<file path="config.mk">
export PLATFORM = sky130hd
export DESIGN_NAME = id_operand_stage
export DESIGN_NICKNAME = d
export VERILOG_FILES = /design/src/rtl/id_operand_stage.sv
export SDC_FILE = /design/constraint.sdc
export NUM_CORES = 1
export LEC_CHECK = 0
export CORE_AREA = 5 5 163 165
export CTS_BUF_LIST = sky130_fd_sc_hd__clkbuf_8
export DETAILED_ROUTE_END_ITERATION = 8
export DIE_AREA = 0 0 168 170
export HOLD_SLACK_MARGIN = 0.06
export PLACE_DENSITY = 0.61
export REMOVE_ABC_BUFFERS = 1
export SLEW_MARGIN = 20
export SYNTH_ARGS = -nofsm -noshare
export SYNTH_HDL_FRONTEND = slang
export SYNTH_SLANG_ARGS = --single-unit
</file>
<file path="constraint.sdc">
create_clock -name clk -period 7.7 [get_ports clk]
set_clock_uncertainty 0.1 [all_clocks]
set_input_delay 0.77 -clock clk [delete_from_list [all_inputs] [get_ports clk]]
set_output_delay 0.77 -clock clk [all_outputs]
set_load 0.05 [all_outputs]
</file>
<file path="src/rtl/id_operand_stage.sv">
// Decode-stage operand fetch: holds the IF instruction, reads the register file,
// merges EX/MEM/WB bypasses and stalls on load-use / outstanding AXI loads.
module id_operand_stage #(
  parameter int DW  = 32,
  parameter int AW  = 5,
  parameter int PCW = 32
) (
  input  logic                    clk,
  input  logic                    reset,
  input  logic                    flush,
  input  logic                    fs_to_ds_valid,
  input  logic [PCW+31:0]         fs_to_ds_bus,
  output logic                    ds_allowin,
  input  logic                    es_allowin,
  output logic                    ds_to_es_valid,
  output logic [PCW+32+2*DW-1:0]  ds_to_es_bus,
  output logic [AW-1:0]           rf_raddr1,
  output logic [AW-1:0]           rf_raddr2,
  input  logic [DW-1:0]           rf_rdata1,
  input  logic [DW-1:0]           rf_rdata2,
  input  logic                    es_we,
  input  logic [AW-1:0]           es_waddr,
  input  logic [DW-1:0]           es_wdata,
  input  logic                    es_is_load,
  input  logic                    ms_we,
  input  logic [AW-1:0]           ms_waddr,
  input  logic [DW-1:0]           ms_wdata,
  input  logic                    ms_is_load,
  input  logic                    ms_data_ok,
  input  logic                    ws_we,
  input  logic [AW-1:0]           ws_waddr,
  input  logic [DW-1:0]           ws_wdata,
  output logic [31:0]             ds_stall_cnt
);

  logic               ds_valid;
  logic [PCW+31:0]    ds_bus_r;
  logic [31:0]        inst;
  logic [PCW-1:0]     pc;
  logic [1:0][AW-1:0] src_addr;
  logic [1:0][DW-1:0] src_rdata;
  logic [1:0][DW-1:0] src_value;
  logic [1:0]         src_stall;
  logic               stall;
  logic               ds_ready_go;

  assign inst = ds_bus_r[31:0];
  assign pc   = ds_bus_r[PCW+31:32];

  assign rf_raddr1 = inst[25:21];
  assign rf_raddr2 = inst[20:16];

  assign src_addr[0]  = rf_raddr1;
  assign src_addr[1]  = rf_raddr2;
  assign src_rdata[0] = rf_rdata1;
  assign src_rdata[1] = rf_rdata2;

  // First matching stage wins; a non-load EX match masks any pending MEM load.
  always_comb begin
    src_value = '0;
    src_stall = '0;
    for (int unsigned i = 0; i < 2; i++) begin
      if (src_addr[i] == '0) begin
        src_value[i] = '0;
      end else if (es_we && (es_waddr == src_addr[i])) begin
        src_value[i] = es_wdata;
        src_stall[i] = es_is_load;
      end else if (ms_we && (ms_waddr == src_addr[i])) begin
        src_value[i] = ms_wdata;
        src_stall[i] = ms_is_load & ~ms_data_ok;
      end else if (ws_we && (ws_waddr == src_addr[i])) begin
        src_value[i] = ws_wdata;
      end else begin
        src_value[i] = src_rdata[i];
      end
    end
  end

  assign stall          = ds_valid & (|src_stall);
  assign ds_ready_go    = ~stall;
  assign ds_allowin     = ~ds_valid | (ds_ready_go & es_allowin);
  assign ds_to_es_valid = ds_valid & ds_ready_go & ~flush;
  assign ds_to_es_bus   = {pc, inst, src_value[0], src_value[1]};

  always_ff @(posedge clk) begin
    if (reset) begin
      ds_valid     <= 1'b0;
      ds_bus_r     <= '0;
      ds_stall_cnt <= '0;
    end else begin
      if (flush) begin
        ds_valid <= 1'b0;
      end else if (ds_allowin) begin
        ds_valid <= fs_to_ds_valid;
        if (fs_to_ds_valid) begin
          ds_bus_r <= fs_to_ds_bus;
        end
      end
      if (stall && !flush) begin
        ds_stall_cnt <= ds_stall_cnt + 32'd1;
      end
    end
  end

endmodule

</file>
* Word level (Yosys, flattened, before mapping)
Index checks and enable logic that the tools add are counted.
** Word-level totals
- Register bits :: 97
- Latch bits :: 0
- Memory bits (writable) :: 0
- Bits in read-only memories :: 0
- Memories :: 0
** Operators by class
- Add/subtract/negate cells :: 1
- Multiply operators :: 0
- Divide/modulo/power cells :: 0
- Magnitude comparators :: 0
- Equal/unequal tests :: 6
- Shifts and indexed selects :: 0
- Muxes and demuxes :: 14
- Bitwise gates (word level) :: 10
- Reduce and logical (&&, ||, !) cells :: 13
** Operators with widths (count)
- $mux W32 :: 8
- $add A32 B1 Y32 const B :: 1
- $eq A5 B5 Y1 :: 6
- $logic_not A5 Y1 :: 2
- $logic_and A1 B1 Y1 :: 7
- $mux W1 :: 6
- $and A1 B1 Y1 :: 5
- $not A1 Y1 :: 4
- $reduce_or A2 Y1 :: 2
- $reduce_and A3 Y1 :: 1
- $logic_not A1 Y1 :: 1
- $or A1 B1 Y1 :: 1

* Longest topological paths before layout
- Word-level depth :: 11
- Mapped depth :: 10

* Least setup slack after synthesis
Ideal clock, no wire load.
- Path type :: register to output
- From :: reg ds_bus_r[21]
- To :: out ds_allowin
- Data arrival time :: 2.933 ns
- Required time :: 6.830 ns
- Path slack :: 3.897 ns
- Cell stages (with the launch flop) :: 7
- Buffers on the path :: 1
- Path through :: dfxtp_1 buf_2 xor2_1 nor3_1 and4_1 o221a_4 a211oi_1
** On the way
- Cells in the longest elaborated chain, start to end :: 10
- Elaborated cells on any way between the ends :: 13
** RTL lines
- start, declared :: RTL line 37 : logic [PCW+31:0] ds_bus_r;
- start signal, assigned :: RTL line 96 : ds_bus_r <= fs_to_ds_bus;
- $eq A5 B5 Y1 :: RTL line 68 : end else if (ms_we && (ms_waddr == src_addr[i])) begin
- $logic_and A1 B1 Y1 :: RTL line 68
- $mux W1 :: RTL line 68
- $mux W1 :: RTL line 65 : end else if (es_we && (es_waddr == src_addr[i])) begin
- $mux W1 (*) :: RTL line 63 : if (src_addr[i] == '0) begin
- $reduce_or A2 Y1 (*) :: RTL line 79 : assign stall = ds_valid & (|src_stall);
- $and A1 B1 Y1 (*) :: RTL line 79
- $not A1 Y1 (*) :: RTL line 80 : assign ds_ready_go = ~stall;
- $and A1 B1 Y1 (*) :: RTL line 81 : assign ds_allowin = ~ds_valid | (ds_ready_go & es_allowin);
- $or A1 B1 Y1 (*) :: RTL line 81
- end, declared :: RTL line 13 : output logic ds_allowin,
Every way passes the cells marked *; elsewhere a longest branch is shown, timed or not.

* Final worst setup path
- From :: in ws_waddr[2]
- To :: out ds_to_es_bus[46]
** On the way
- Cells in the longest elaborated chain, start to end :: 6
** RTL lines
- start, declared :: RTL line 31 : input logic [AW-1:0] ws_waddr,
- $eq A5 B5 Y1 :: RTL line 71 : end else if (ws_we && (ws_waddr == src_addr[i])) begin
- $logic_and A1 B1 Y1 :: RTL line 71
- $mux W32 :: RTL line 71
- $mux W32 :: RTL line 68
- $mux W32 :: RTL line 65
- $mux W32 :: RTL line 63
- end, declared :: RTL line 16 : output logic [PCW+32+2*DW-1:0] ds_to_es_bus,
No other way between the ends.

==> results.json <==
{
  "tritoncts": "yes",
  "fin_area_sq_um": 11180,
  "finalSetupTns_ns": 0,
  "post_cts_buffers": 0,
  "fp.dieH_microns": 170,
  "async_flop_share": 0,
  "crit_family": "buffers and inverters",
  "synth-seq-cells": 97,
  "die_x_microns": 168,
  "antenna_left": 0,
  "max_freq_mhz": 184.4,
  "wire_per_inst_microns": 19.68,
  "path_class": "primary input to output pin",
  "hold_viol_final": 0,
  "grtUsageTotal": 0.2019,
  "report.final.slew_viol_count": 0,
  "synth_edf_count": 0,
  "grt_max_degree": 105,
  "endpoint": "ds_to_es_bus[46]",
  "synth_ff_type": "dfxtp_1",
  "synth_mux_area_frac": 0.1983,
  "cp.required_ns": 6.83,
  "cts_buffers": 9,
  "cp_num_cells": 10,
  "fin_crit_sh": 0.7042,
  "syn_area_per_cell_sq_um": 7.857,
  "synth_compound_area_frac": 0.1853,
  "row_count": 58,
  "grt_pass1_wl_mm": 45.18,
  "ys_warn_count": 0,
  "vias": 7693,
  "cellPowerDensity_nw_per_um2": 135.6,
  "cts.repair.resized": 0,
  "multi_input_area_sq_um": 4253,
  "initial_utilization": 0.2661,
  "start_kind": "primary input",
  "worstPathMaxFanout": 17,
  "hold_class": "register to register",
  "placed_area_sq_um": 10940,
  "status": "finished, final reports clean",
  "drive_above_1_share": 0.03938,
  "synthSimpleGateAreaFrac": 0.2074,
  "clk_pin_slew_ns": 0.11,
  "crit_chain": "clkdlybuf4s50_1 > xor2_1 > nor4_1 > and3_2 > buf_4 > mux2i_1 > a211oi_1 > a21oi_1 > nor2_1 > clkdlybuf4s50_1",
  "synthXorXnorAreaFrac": 0.04760,
  "max_stage_delay_ns": 0.81,
  "dieArea_sq_um": 28560,
  "antenna_found_initial": 7,
  "drt-total-wl_mm": 30.58,
  "overflow": 0,
  "slew_headroom": 0.3381,
  "grt_pass1_vias": 7533,
  "startpoint": "ws_waddr[2]",
  "ctsRootBufferMaster": "clkbuf_8",
  "nets": 1465,
  "syn_inst": 843,
  "synth_fa_ha_area_frac": 0.001889,
  "clock_latency_ns": 0.38,
  "worst_r2r_path_depth": 10,
  "dp_hpwl_mm": 24.05,
  "register_area_sq_um": 1942,
  "path_buf_inv": 3,
  "rsz0062_at_grt": "false",
  "synth_seq_area_share": 0.2932,
  "cp_common_cell": "clkdlybuf4s50_1",
  "synth_top_family_by_area": "simple AND/OR/NAND/NOR gates",
  "min_period_ns": 5.422,
  "cap_violations": 0,
  "r2r_slack_ns": 3.79,
  "drtIter0Drc": 481,
  "regToRegEndpoint": "ds_bus_r[21]",
  "p_leak_nw": 3.891,
  "setup_viol": 0,
  "clock_path_buffers": 2,
  "crit_arrival_ns": 4.55,
  "io_pins": 422,
  "drcViolationCount": 0,
  "core-area_sq_um": 24890,
  "synth_cell_types": 51,
  "cp_slowest_cell": "clkdlybuf4s50_1",
  "fill_cells": 2489,
  "tightestPinTransition_ns": 0.9918,
  "htreeDepth": 3,
  "syn_to_final_growth_pct": 68.72,
  "r2r-start": "ds_bus_r[22]",
  "drt_pass1_iterations": 5,
  "via_per_inst": 4.950,
  "gp_congestion": 0.8940,
  "numPortBuffers": 421,
  "peakVddDrop_uv": 110.4,
  "cts_hold_buf": 0,
  "endpoint_kind": "output pin",
  "synth_area_sq_um": 6624,
  "cts_sinks": 97
}
[how the worst min path moves through the flow]
stage                           startpoint          endpoint  cells after the start  slack, ns
final                         ds_bus_r[37]      ds_bus_r[37]                      2       0.40
after global routing           ds_bus_r[6]       ds_bus_r[6]                      2       0.43
after CTS                     ds_bus_r[29]      ds_bus_r[29]                      2       0.41
after detailed placement      ds_bus_r[37]      ds_bus_r[37]                      2       0.38
after global placement         ds_bus_r[5]       ds_bus_r[5]                      2       0.37
after floorplan           ds_stall_cnt[30]  ds_stall_cnt[30]                      2       0.61
[state kept, by name, indices dropped and copies added (netlist names)]
| signal | flops |
|---|---|
| ds_bus_r | 64 |
| ds_stall_cnt | 32 |
| ds_valid | 1 |
[cell usage after synthesis, types with 2 or more instances]
| library cell | number | share of area |
|---|---|---|
| nand2_1 | 17 | 0.0096 |
| o21ai_1 | 11 | 0.0083 |
| inv_2 | 2 | 0.0011 |
| nand4_1 | 6 | 0.0057 |
| mux2i_1 | 129 | 0.19 |
| or4_4 | 2 | 0.0034 |
| xnor2_1 | 10 | 0.013 |
| a21oi_1 | 83 | 0.063 |
| xor2_1 | 26 | 0.034 |
| clkbuf_1 | 45 | 0.026 |
| a21oi_2 | 2 | 0.0026 |
| mux2_1 | 2 | 0.0034 |
| nand3_1 | 16 | 0.012 |
| a211oi_1 | 68 | 0.077 |
| inv_1 | 9 | 0.0051 |
| nor2b_1 | 5 | 0.0047 |
| nor3_1 | 8 | 0.0060 |
| and3_1 | 5 | 0.0047 |
| dfxtp_1 | 97 | 0.29 |
| buf_8 | 6 | 0.014 |
| nand2b_1 | 5 | 0.0047 |
| o211ai_1 | 2 | 0.0023 |
| or3_1 | 14 | 0.013 |
| buf_2 | 9 | 0.0068 |
| o21ai_0 | 4 | 0.0030 |
| a211o_1 | 2 | 0.0026 |
| nor2_1 | 212 | 0.12 |
| or4_1 | 4 | 0.0045 |
| nor4_1 | 4 | 0.0038 |
| a31o_1 | 4 | 0.0053 |
| buf_4 | 10 | 0.011 |
| and4_1 | 3 | 0.0040 |
| nor2_4 | 2 | 0.0034 |
| o31ai_1 | 2 | 0.0023 |
[stage by stage]
stage,setup WS (ns),hold slack (ns),total power [mW],utilization,std cells
floorplan,1.363,0.6096,0.8869,-,771
global placement,2.375,0.3708,1.193,0.4395,1532
detailed placement,2.343,0.3804,1.194,0.4395,1532
CTS,2.340,0.4069,1.537,0.4474,1548
global route,2.095,0.4311,1.589,0.4490,1554
finish,2.278,0.3979,1.516,0.4490,1554
[power breakdown]
group	switching (mW)	internal, mW	leakage (nW)
clock	0.207	0.127	0.0966
sequential	0.0170	0.518	0.789
combinational	0.371	0.276	3.01
total	0.594	0.921	3.89
[logic make-up after synthesis]
kind of cell	after synthesis
and+or+nand+nor	308
AOI/OAI and AO/OA	186
muxes	131
DFF	97
buffers and inverters	84
xor gates and xnor gates	36
adders and majority gates	1
[cells in the final DEF, fill, tap and decap left out, types with 6 or more instances in the layout]
| master | instances |
|---|---|
| clkdlybuf4s50_1 | 420 |
| nor2_1 | 212 |
| mux2i_1 | 129 |
| dfxtp_1 | 97 |
| a21oi_1 | 83 |
| a211oi_1 | 68 |
| xor2_1 | 26 |
| nand2_1 | 17 |
| nand3_1 | 15 |
| or3_1 | 14 |
| o21ai_1 | 11 |
| buf_4 | 11 |
| xnor2_1 | 10 |
| inv_1 | 9 |
| clkbuf_8 | 9 |
| nor3_1 | 8 |
| nand4_1 | 6 |
[cell type report]
type                       instances  share of cell area
clock inverter                     7            0.006494
tap                              330             0.03695
sequential                        97              0.1738
inverter                          12            0.004030
multi-input combinational        662              0.3805
antenna                            5            0.001120
timing repair buffer             432              0.3860
clock buffer                       9             0.01108
[per-layer routing]
metal	global-route usage	up-vias	routed length, microns
li1	-	3730	-
met1	0.2354	3562	12210
met2	0.3508	361	14740
met3	0.06551	38	2881
met4	0.06740	2	739
met5	0	-	13
[worst reg2reg max path, stage by stage (launching register included)]
cell	delay, ns
dfxtp_1	0.49
or4_4	0.62
nor2_4	0.09
buf_4	0.39
inv_2	0.09
o221a_4	0.18
a2111oi_4	0.35
buf_4	0.45
buf_4	0.64
mux2i_1	0.33
nor2_1	0.05
Note: power is estimated with default switching activity, not from simulation.
